`src/rtl/imem_loader.sv`:
```
// ---------------------------------------------------------------------------
// imem_loader
// Boot-time program loader. Receives a little-endian byte stream, packs it
// into 32-bit words and writes them into the instruction memory. The core is
// held in reset from the moment a load is accepted until the load completes.
//
// Ports
//   clk_i          single clock, rising edge
//   rst_ni         asynchronous active-low reset
//   load_start_i   one-cycle load request, load_len_i sampled with it
//   load_len_i     number of 32-bit words to load (1..DEPTH)
//   abort_i        cancels a load in progress
//   in_valid_i     byte-stream valid
//   in_data_i      byte-stream data
//   in_ready_o     loader accepts a byte this cycle
//   imem_we_o      instruction-memory write strobe, one cycle per word
//   imem_addr_o    word address for imem_we_o
//   imem_wdata_o   assembled instruction word
//   core_rst_n_o   active-low reset to the core
//   busy_o         load in progress (RECV or WRITE)
//   done_o         one-cycle pulse on successful completion
//   err_o          one-cycle pulse on a rejected load_start_i
// ---------------------------------------------------------------------------
// state | meaning
// IDLE  | waiting for load_start_i
// RECV  | collecting the 4 bytes of the current word
// WRITE | one-cycle write of the assembled word
// DONE  | completion pulse, core released
// ---------------------------------------------------------------------------
module imem_loader #(
    parameter int ADDR_WIDTH = 10
) (
    input  logic                  clk_i,
    input  logic                  rst_ni,
    input  logic                  load_start_i,
    input  logic [ADDR_WIDTH:0]   load_len_i,
    input  logic                  abort_i,
    input  logic                  in_valid_i,
    input  logic [7:0]            in_data_i,
    output logic                  in_ready_o,
    output logic                  imem_we_o,
    output logic [ADDR_WIDTH-1:0] imem_addr_o,
    output logic [31:0]           imem_wdata_o,
    output logic                  core_rst_n_o,
    output logic                  busy_o,
    output logic                  done_o,
    output logic                  err_o
);

    typedef enum logic [1:0] {
        IDLE  = 2'd0,
        RECV  = 2'd1,
        WRITE = 2'd2,
        DONE  = 2'd3
    } state_e;

    localparam logic [ADDR_WIDTH:0] DEPTH_L = {1'b1, {ADDR_WIDTH{1'b0}}};
    localparam logic [ADDR_WIDTH:0] ONE_L   = {{ADDR_WIDTH{1'b0}}, 1'b1};

    state_e              state_q, state_d;
    logic [ADDR_WIDTH:0] len_q;
    logic [ADDR_WIDTH:0] word_cnt_q;
    logic [1:0]          byte_idx_q;
    logic [31:0]         word_q;
    logic                core_rst_n_q;
    logic                err_q;

    logic len_ok;
    logic start_ok;
    logic start_bad;
    logic byte_acc;
    logic last_word;

    assign len_ok    = (load_len_i != '0) && (load_len_i <= DEPTH_L);
    // abort has priority over load_start in IDLE: neither a load nor an error
    assign start_ok  = (state_q == IDLE) && load_start_i && !abort_i && len_ok;
    assign start_bad = (state_q == IDLE) && load_start_i && !abort_i && !len_ok;
    assign byte_acc  = (state_q == RECV) && in_valid_i && !abort_i;
    assign last_word = ((word_cnt_q + ONE_L) == len_q);

    // state register
    always_ff @(posedge clk_i or negedge rst_ni) begin
        if (!rst_ni) begin
            state_q <= IDLE;
        end else begin
            state_q <= state_d;
        end
    end

    // next-state logic
    always_comb begin
        state_d = state_q;
        case (state_q)
            IDLE: begin
                if (start_ok) begin
                    state_d = RECV;
                end
            end
            RECV: begin
                if (abort_i) begin
                    state_d = IDLE;
                end else if (in_valid_i && (byte_idx_q == 2'd3)) begin
                    state_d = WRITE;
                end
            end
            WRITE: begin
                if (abort_i) begin
                    state_d = IDLE;
                end else if (last_word) begin
                    state_d = DONE;
                end else begin
                    state_d = RECV;
                end
            end
            DONE:    state_d = IDLE;
            default: state_d = IDLE;
        endcase
    end

    // outputs
    always_comb begin
        in_ready_o   = (state_q == RECV);
        imem_we_o    = (state_q == WRITE) && !abort_i;
        busy_o       = (state_q == RECV) || (state_q == WRITE);
        done_o       = (state_q == DONE);
        imem_addr_o  = word_cnt_q[ADDR_WIDTH-1:0];
        imem_wdata_o = word_q;
        core_rst_n_o = core_rst_n_q;
        err_o        = err_q;
    end

    // datapath
    always_ff @(posedge clk_i or negedge rst_ni) begin
        if (!rst_ni) begin
            len_q        <= '0;
            word_cnt_q   <= '0;
            byte_idx_q   <= 2'd0;
            word_q       <= 32'd0;
            core_rst_n_q <= 1'b0;
            err_q        <= 1'b0;
        end else begin
            err_q <= start_bad;
            if (start_ok) begin
                len_q        <= load_len_i;
                word_cnt_q   <= '0;
                byte_idx_q   <= 2'd0;
                word_q       <= 32'd0;
                core_rst_n_q <= 1'b0;
            end
            if (byte_acc) begin
                word_q[{byte_idx_q, 3'b000} +: 8] <= in_data_i;
                byte_idx_q                        <= byte_idx_q + 2'd1;
            end
            if ((state_q == WRITE) && !abort_i) begin
                if (last_word) begin
                    // released on the DONE cycle itself
                    core_rst_n_q <= 1'b1;
                end else begin
                    word_cnt_q <= word_cnt_q + ONE_L;
                end
            end
        end
    end

endmodule

```
`config.mk`:
```
export PLATFORM = sky130hd
export DESIGN_NAME = imem_loader
export DESIGN_NICKNAME = d
export VERILOG_FILES = /design/src/rtl/imem_loader.sv
export SDC_FILE = /design/constraint.sdc
export NUM_CORES = 1
export LEC_CHECK = 0
export CAP_MARGIN = 20
export CORE_UTILIZATION = 40
export CTS_BUF_LIST = sky130_fd_sc_hd__clkbuf_8
export DETAILED_ROUTE_END_ITERATION = 16
export PLACE_DENSITY_LB_ADDON = 0.05
export SYNTH_ARGS = -nofsm -noshare
export SYNTH_HDL_FRONTEND = slang
export SYNTH_SLANG_ARGS = --single-unit
```
`constraint.sdc`:
```
create_clock -name clk_i -period 2.4 [get_ports clk_i]
set_input_delay 0.24 -clock clk_i [delete_from_list [all_inputs] [get_ports clk_i]]
set_output_delay 0.24 -clock clk_i [all_outputs]
set_load 0.02 [all_outputs]
```
# ---- Word level (Yosys, flattened, before mapping)
# Index checks and enable logic that the tools add are counted.
dict set report op_classes {
  add_sub_neg 3
  magnitude_cmp 1
  eq_ne 7
  shift 2
  n_mux 17
  reduce_logical 16
}
# operator count
set ops {}
lappend ops {{$mux 32} 2}
lappend ops {{$mux 11} 3}
lappend ops {{$bwmux 32} 1}
lappend ops {{$shift 8x7->32 const A} 1}
lappend ops {{$shiftx 8x7->32} 1}
lappend ops {{$mux 2} 7}
lappend ops {{$add 11x1->11 const B} 1}
lappend ops {{$eq 11x11->1} 1}
lappend ops {{$le 11x11->1 const B} 1}
lappend ops {{$reduce_bool 11->1} 1}
lappend ops {{$logic_and 1x1->1} 9}
lappend ops {{$pmux 2 s4} 1}
lappend ops {{$neg 5->7} 1}
lappend ops {{$eq 2x2->1 const B} 3}
lappend ops {{$mux 1} 3}
lappend ops {{$ne 3x2->1 const B} 1}
lappend ops {{$add 2x1->2 const B} 1}
lappend ops {{$eq 2x1->1 const B} 1}
lappend ops {{$logic_not 1->1} 2}
lappend ops {{$logic_not 2->1} 1}
lappend ops {{$ne 2x2->1 const B} 1}
lappend ops {{$reduce_and 2->1} 1}
lappend ops {{$reduce_bool 2->1} 1}
lappend ops {{$logic_or 1x1->1} 1}
dict set report word_totals {
  ff_bits 60
  inputBits 24
  output_inout_bits 48
  elab_cells 53
}

# ---- Logic depth before layout (Yosys ltp)
dict set report logic_depth {
  word_depth 7
  ltp_mapped 10
  ltp_nobuf 8
}

# ---- Worst setup path before layout
# OpenSTA, ideal clock, no wires.
dict set report synth_path {
  path_kind {register to register}
  start {reg word_cnt_q[0]}
  end {reg word_cnt_q[6]}
  setup_time_ns 0.124
  t_arrival_ns 2.490
  t_required_ns 2.276
  setup_slack_ns -0.214
  stages_incl_launch_ff 10
  n_path_buf 1
  period_less_slack_ns 2.614
  path_cell_list {dfrtp_1 > ha_1 > xnor2_1 > xnor2_1 > or4_1 > nand4bb_1 > o31a_1 > buf_6 > nor3b_1 > a211o_1}
}
dict set report synth_between {
  elab_chain_cells 4
}
# item line
set synth_lines {}
lappend synth_lines {{start: declaration} 62} ;# logic [ADDR_WIDTH:0] word_cnt_q;
lappend synth_lines {{start signal: assignment} 159} ;# word_cnt_q <= word_cnt_q + ONE_L;
lappend synth_lines {{$add 11x1->11 (*)} {79, 159}}
lappend synth_lines {{$eq 11x11->1} 79} ;# assign last_word = ((word_cnt_q + ONE_L) == len_q);
lappend synth_lines {{$mux 11 (*)} 155} ;# if (last_word) begin
lappend synth_lines {{$mux 11 (*)} 154} ;# if ((state_q == WRITE) && !abort_i) begin
# Mark *: on every way between the ends. The rest lies on a longest branch, timed or not.
# A chain may end at the register's enable or synchronous reset.

# ---- Worst setup path in the final report
dict set report layout_path {
  start {reg word_cnt_q[0]}
  end {reg state_q[1]}
}
dict set report layout_between {
  elab_chain_cells 5
}
# item line
set layout_lines {}
lappend layout_lines {{$add 11x1->11} 79}
lappend layout_lines {{$eq 11x11->1} 79}
lappend layout_lines {{$mux 2} 109} ;# end else if (last_word) begin
lappend layout_lines {{$mux 2} 107} ;# if (abort_i) begin
lappend layout_lines {{$pmux 2 s4} 93} ;# case (state_q)
lappend layout_lines {{end signal: assignment} 86} ;# state_q <= state_d;
lappend layout_lines {{end: declaration} 60} ;# state_e state_q, state_d;
# No other way between the ends.

==> impl_metrics.py <==
metrics = {
    "sta": {
        "rsz0062_at_grt": "true",
        "setup_viol": 11,
        "period_needed_ns": 2.51,
        "max_freq_ghz": 0.399,
        "hold_viol": 0,
        "drv_slew": 0,
        "fin_ws_ns": -0.107,
        "fin_setup_tns_ns": -0.757,
        "finClkSkew_ns": 0.00467,
        "fin_crit_sh_pct": 104,
        "worst_slew_pin_slew_ns": 0.776,
        "slew_headroom_pct": 48.3,
    },
    "setup_path": {
        "critPathTopFamily": "simple AND/OR/NAND/NOR gates",
        "path_class": "register to register",
        "critPathLaunchType": "register",
        "arrival_ns": 2.79,
        "cp.required_ns": 2.68,
        "path_cells": "ha_4 > nand3_4 > xnor2_1 > or4_1 > nand4bb_4 > buf_4 > or4b_4 > nand3b_1 > o211a_1",
        "path_buf_inv": 1,
        "path_max_fanout": 5,
        "slowest_delay_ns": 0.51,
        "crit_path_end_kind": "register",
        "cp_slowest_cell": "or4_1",
    },
    "place": {
        "dp_cells": 466,
        "hpwl_mm": 5.83,
        "numPortBuffers": 71,
        "place_area_um2": 4100,
        "place_congestion": 0.818,
    },
    "die": {
        "pin_count": 72,
        "dieArea_um2": 7840,
        "die_h_um": 88.5,
        "initial_core_util_pct": 41.3,
        "rows": 31,
        "die_w_um": 88.5,
        "coreArea_um2": 7250,
    },
    "logic_synthesis": {
        "syn_area_um2": 3000,
        "ys.flop_type": "dfrtp_1",
        "synth_area_per_cell_um2": 11.3,
        "syn_nets": 301,
        "yosys_warnings": 0,
        "ys_seq_elements": 60,
        "seq_area_frac_synth_pct": 50.1,
        "ys_types": 45,
        "synth-edff-count": 0,
        "synthArstFlopShare_pct": 100,
        "synth_cells": 266,
    },
    "clocking": {
        "insertion_delay_ns": 0.34,
        "cts_made_buffers": 9,
        "cts_root_buffer": "clkbuf_8",
        "clk_pin_slew_ns": 0.07,
        "clock_path_buffers": 2,
        "htreeDepth": 3,
        "cts_sinks": 60,
        "cts_tree": "built",
    },
    "pwr": {
        "p_clk_share_pct": 23.9,
        "comb_power_share_pct": 40.7,
        "p_leak_uw": 0.00199,
        "power_uw": 4070,
        "power.density_nw_per_um2": 916,
        "ir_drop_mv": 0.664,
        "p_switching_uw": 1410,
        "intPower_uw": 2660,
        "power_frac_seq_pct": 35.4,
        "p_sw_share_pct": 34.6,
    },
    "detailed_routing": {
        "drt_pre_antenna_iters": 4,
        "antenna_left": 0,
        "vias": 2527,
        "finalWirelength_mm": 8.02,
        "drt_iter0_drc": 132,
        "drc": 0,
        "viasPerCell": 5.18,
        "routedWlPerCell_um": 16.4,
    },
    "outcome": {
        "status": "complete, but fails checks",
        "failed_checks": "negative setup slack",
    },
    "global_routing": {
        "antenna_found_initial": 0,
        "grt_pass1_vias": 2487,
        "grt_pass1_wl_mm": 13.0,
        "grt_use_total_pct": 22.6,
        "grt-ovfl-total": 0,
        "grt_start_max_net_pins": 25,
    },
    "layout": {
        "finalCoreUtilization_pct": 61.2,
        "drive_above_1_share_pct": 24.9,
        "regArea_um2": 1500,
        "area_delta_synth_final_pct": 48.2,
        "antenna_cells": 0,
        "num-fill-cells": 603,
        "fin_cells": 488,
        "nets": 420,
        "multi_input_area_um2": 1450,
        "final_area_um2": 4440,
    },
    "worst_hold_path": {
        "min_path_type": "input pin to async pin",
    },
    "run": {
        "drv_cap": 0,
    },
}
registers in the layout, indices dropped and copies added, names as in the netlist:
name / flops
word_cnt_q: 11
err_o: 1
imem_wdata_o: 32
byte_idx_q: 2
len_q: 11
core_rst_n_o: 1
state_q: 2
worst register-to-register path, cell delays in order (launching register included):
cell and delay (ns):
dfrtp_2 0.39, ha_4 0.19, nand3_4 0.08, xnor2_1 0.13, or4_1 0.51, nand4bb_4 0.22, buf_4 0.15, or4b_4 0.51
nand3b_1 0.12, o211a_1 0.14
kinds of logic after synthesis:
group | after synthesis | synth area share [%]
and+or+nand+nor | 77 | 13.2
DFF | 60 | 50.1
AOI/OAI and AO/OA | 57 | 15.0
buffers and inverters | 25 | 4.97
xor gates and xnor gates | 20 | 6.10
muxes | 16 | 6.01
adders and majority gates | 11 | 4.59
cell usage in the layout (no fill, tap or decap), types with 4 or more instances in the layout:
cell and n:
clkdlybuf4s50_1 70, dfrtp_1 59, buf_4 51, a22o_1 33, nand2_1 24, clkbuf_8 12, xnor2_1 11, nand3_1 10
mux2_2 10, ha_1 10, nor2_1 9, inv_1 6, o21ai_0 6, xor2_1 5, nor4_1 4, and3_1 4
stage by stage:
| step | hold slack, ns | setup slack, ns |
|---|---|---|
| 2_1_floorplan | -0.0556 | -0.0608 |
| 3_3_place_gp | 0.230 | -0.191 |
| 3_5_place_dp | 0.233 | -0.161 |
| 4_1_cts | 0.411 | -0.134 |
| 5_1_grt | 0.460 | -0.215 |
| 6_report | 0.407 | -0.107 |
worst paths after layout:
check / startpoint / to / slack, ns / cells past startpoint
max: word_cnt_q[0] / state_q[1] / -0.11 / 9
min: rst_ni / word_cnt_q[5] / 0.41 / 2
max reg2reg: word_cnt_q[0] / state_q[1] / -0.11 / 9
min reg2reg: core_rst_n_o / core_rst_n_o / 0.47 / 2
max in group asynchronous: rst_ni / word_cnt_q[3] / 1.31 / 3
min in group clk_i: core_rst_n_o / core_rst_n_o / 0.47 / 2
Yosys cell counts (3+ instances only):
cell / count / area, um2
a21oi_1: 3 / 15.0
a22o_1: 33 / 289
and3_1: 6 / 37.5
buf_4: 10 / 75.1
clkbuf_1: 5 / 18.8
dfrtp_1: 60 / 1500
ha_1: 11 / 138
inv_1: 6 / 22.5
mux2_2: 11 / 124
mux2i_1: 3 / 30.0
nand2_1: 24 / 90.1
nand3_1: 11 / 55.1
nand4_1: 3 / 18.8
nor2_1: 10 / 37.5
nor2b_1: 3 / 18.8
nor3_1: 4 / 20.0
nor4_1: 4 / 25.0
o21ai_0: 6 / 30.0
o21ai_1: 3 / 15.0
o31ai_1: 3 / 22.5
xnor2_1: 14 / 123
xor2_1: 5 / 43.8
area by class of cell:
class | count | area share (%)
well taps | 99 | 2.79
inverters | 6 | 0.507
repair buffers | 126 | 25.5
multi-input cells | 182 | 32.6
clock buffers | 12 | 3.72
flip-flops and latches | 60 | 33.9
clock inverters | 3 | 1.01
per-layer routing:
metal | GRT usage, % | up-vias | routed length [um]
met5 | 0 | - | 0
met4 | 9.09 | 0 | 110
met3 | 4.29 | 9 | 332
met2 | 34.1 | 68 | 3760
met1 | 32.1 | 1242 | 3810
li1 | - | 1208 | -
power by group through the flow:
| stage | logic, uW | registers [uW] | clock network (uW) |
|---|---|---|---|
| 6_report | 1660 | 1440 | 970 |
| 2_1_floorplan | 865 | 1520 | 0 |
| 3_3_place_gp | 1550 | 1450 | 0 |
| 4_1_cts | 1650 | 1440 | 984 |
| 3_5_place_dp | 1560 | 1460 | 0 |
| 5_1_grt | 1790 | 1470 | 1030 |
repair_timing:
item	in CTS	in global routing
hold endpoints to repair	18	0
setup endpoints to repair	9	14
cloned	1	0
pin swaps	6	5
gates resized for setup	8	6
hold buffers	1	0
setup buffers	3	2
Note: power is estimated with default switching activity, not from simulation.
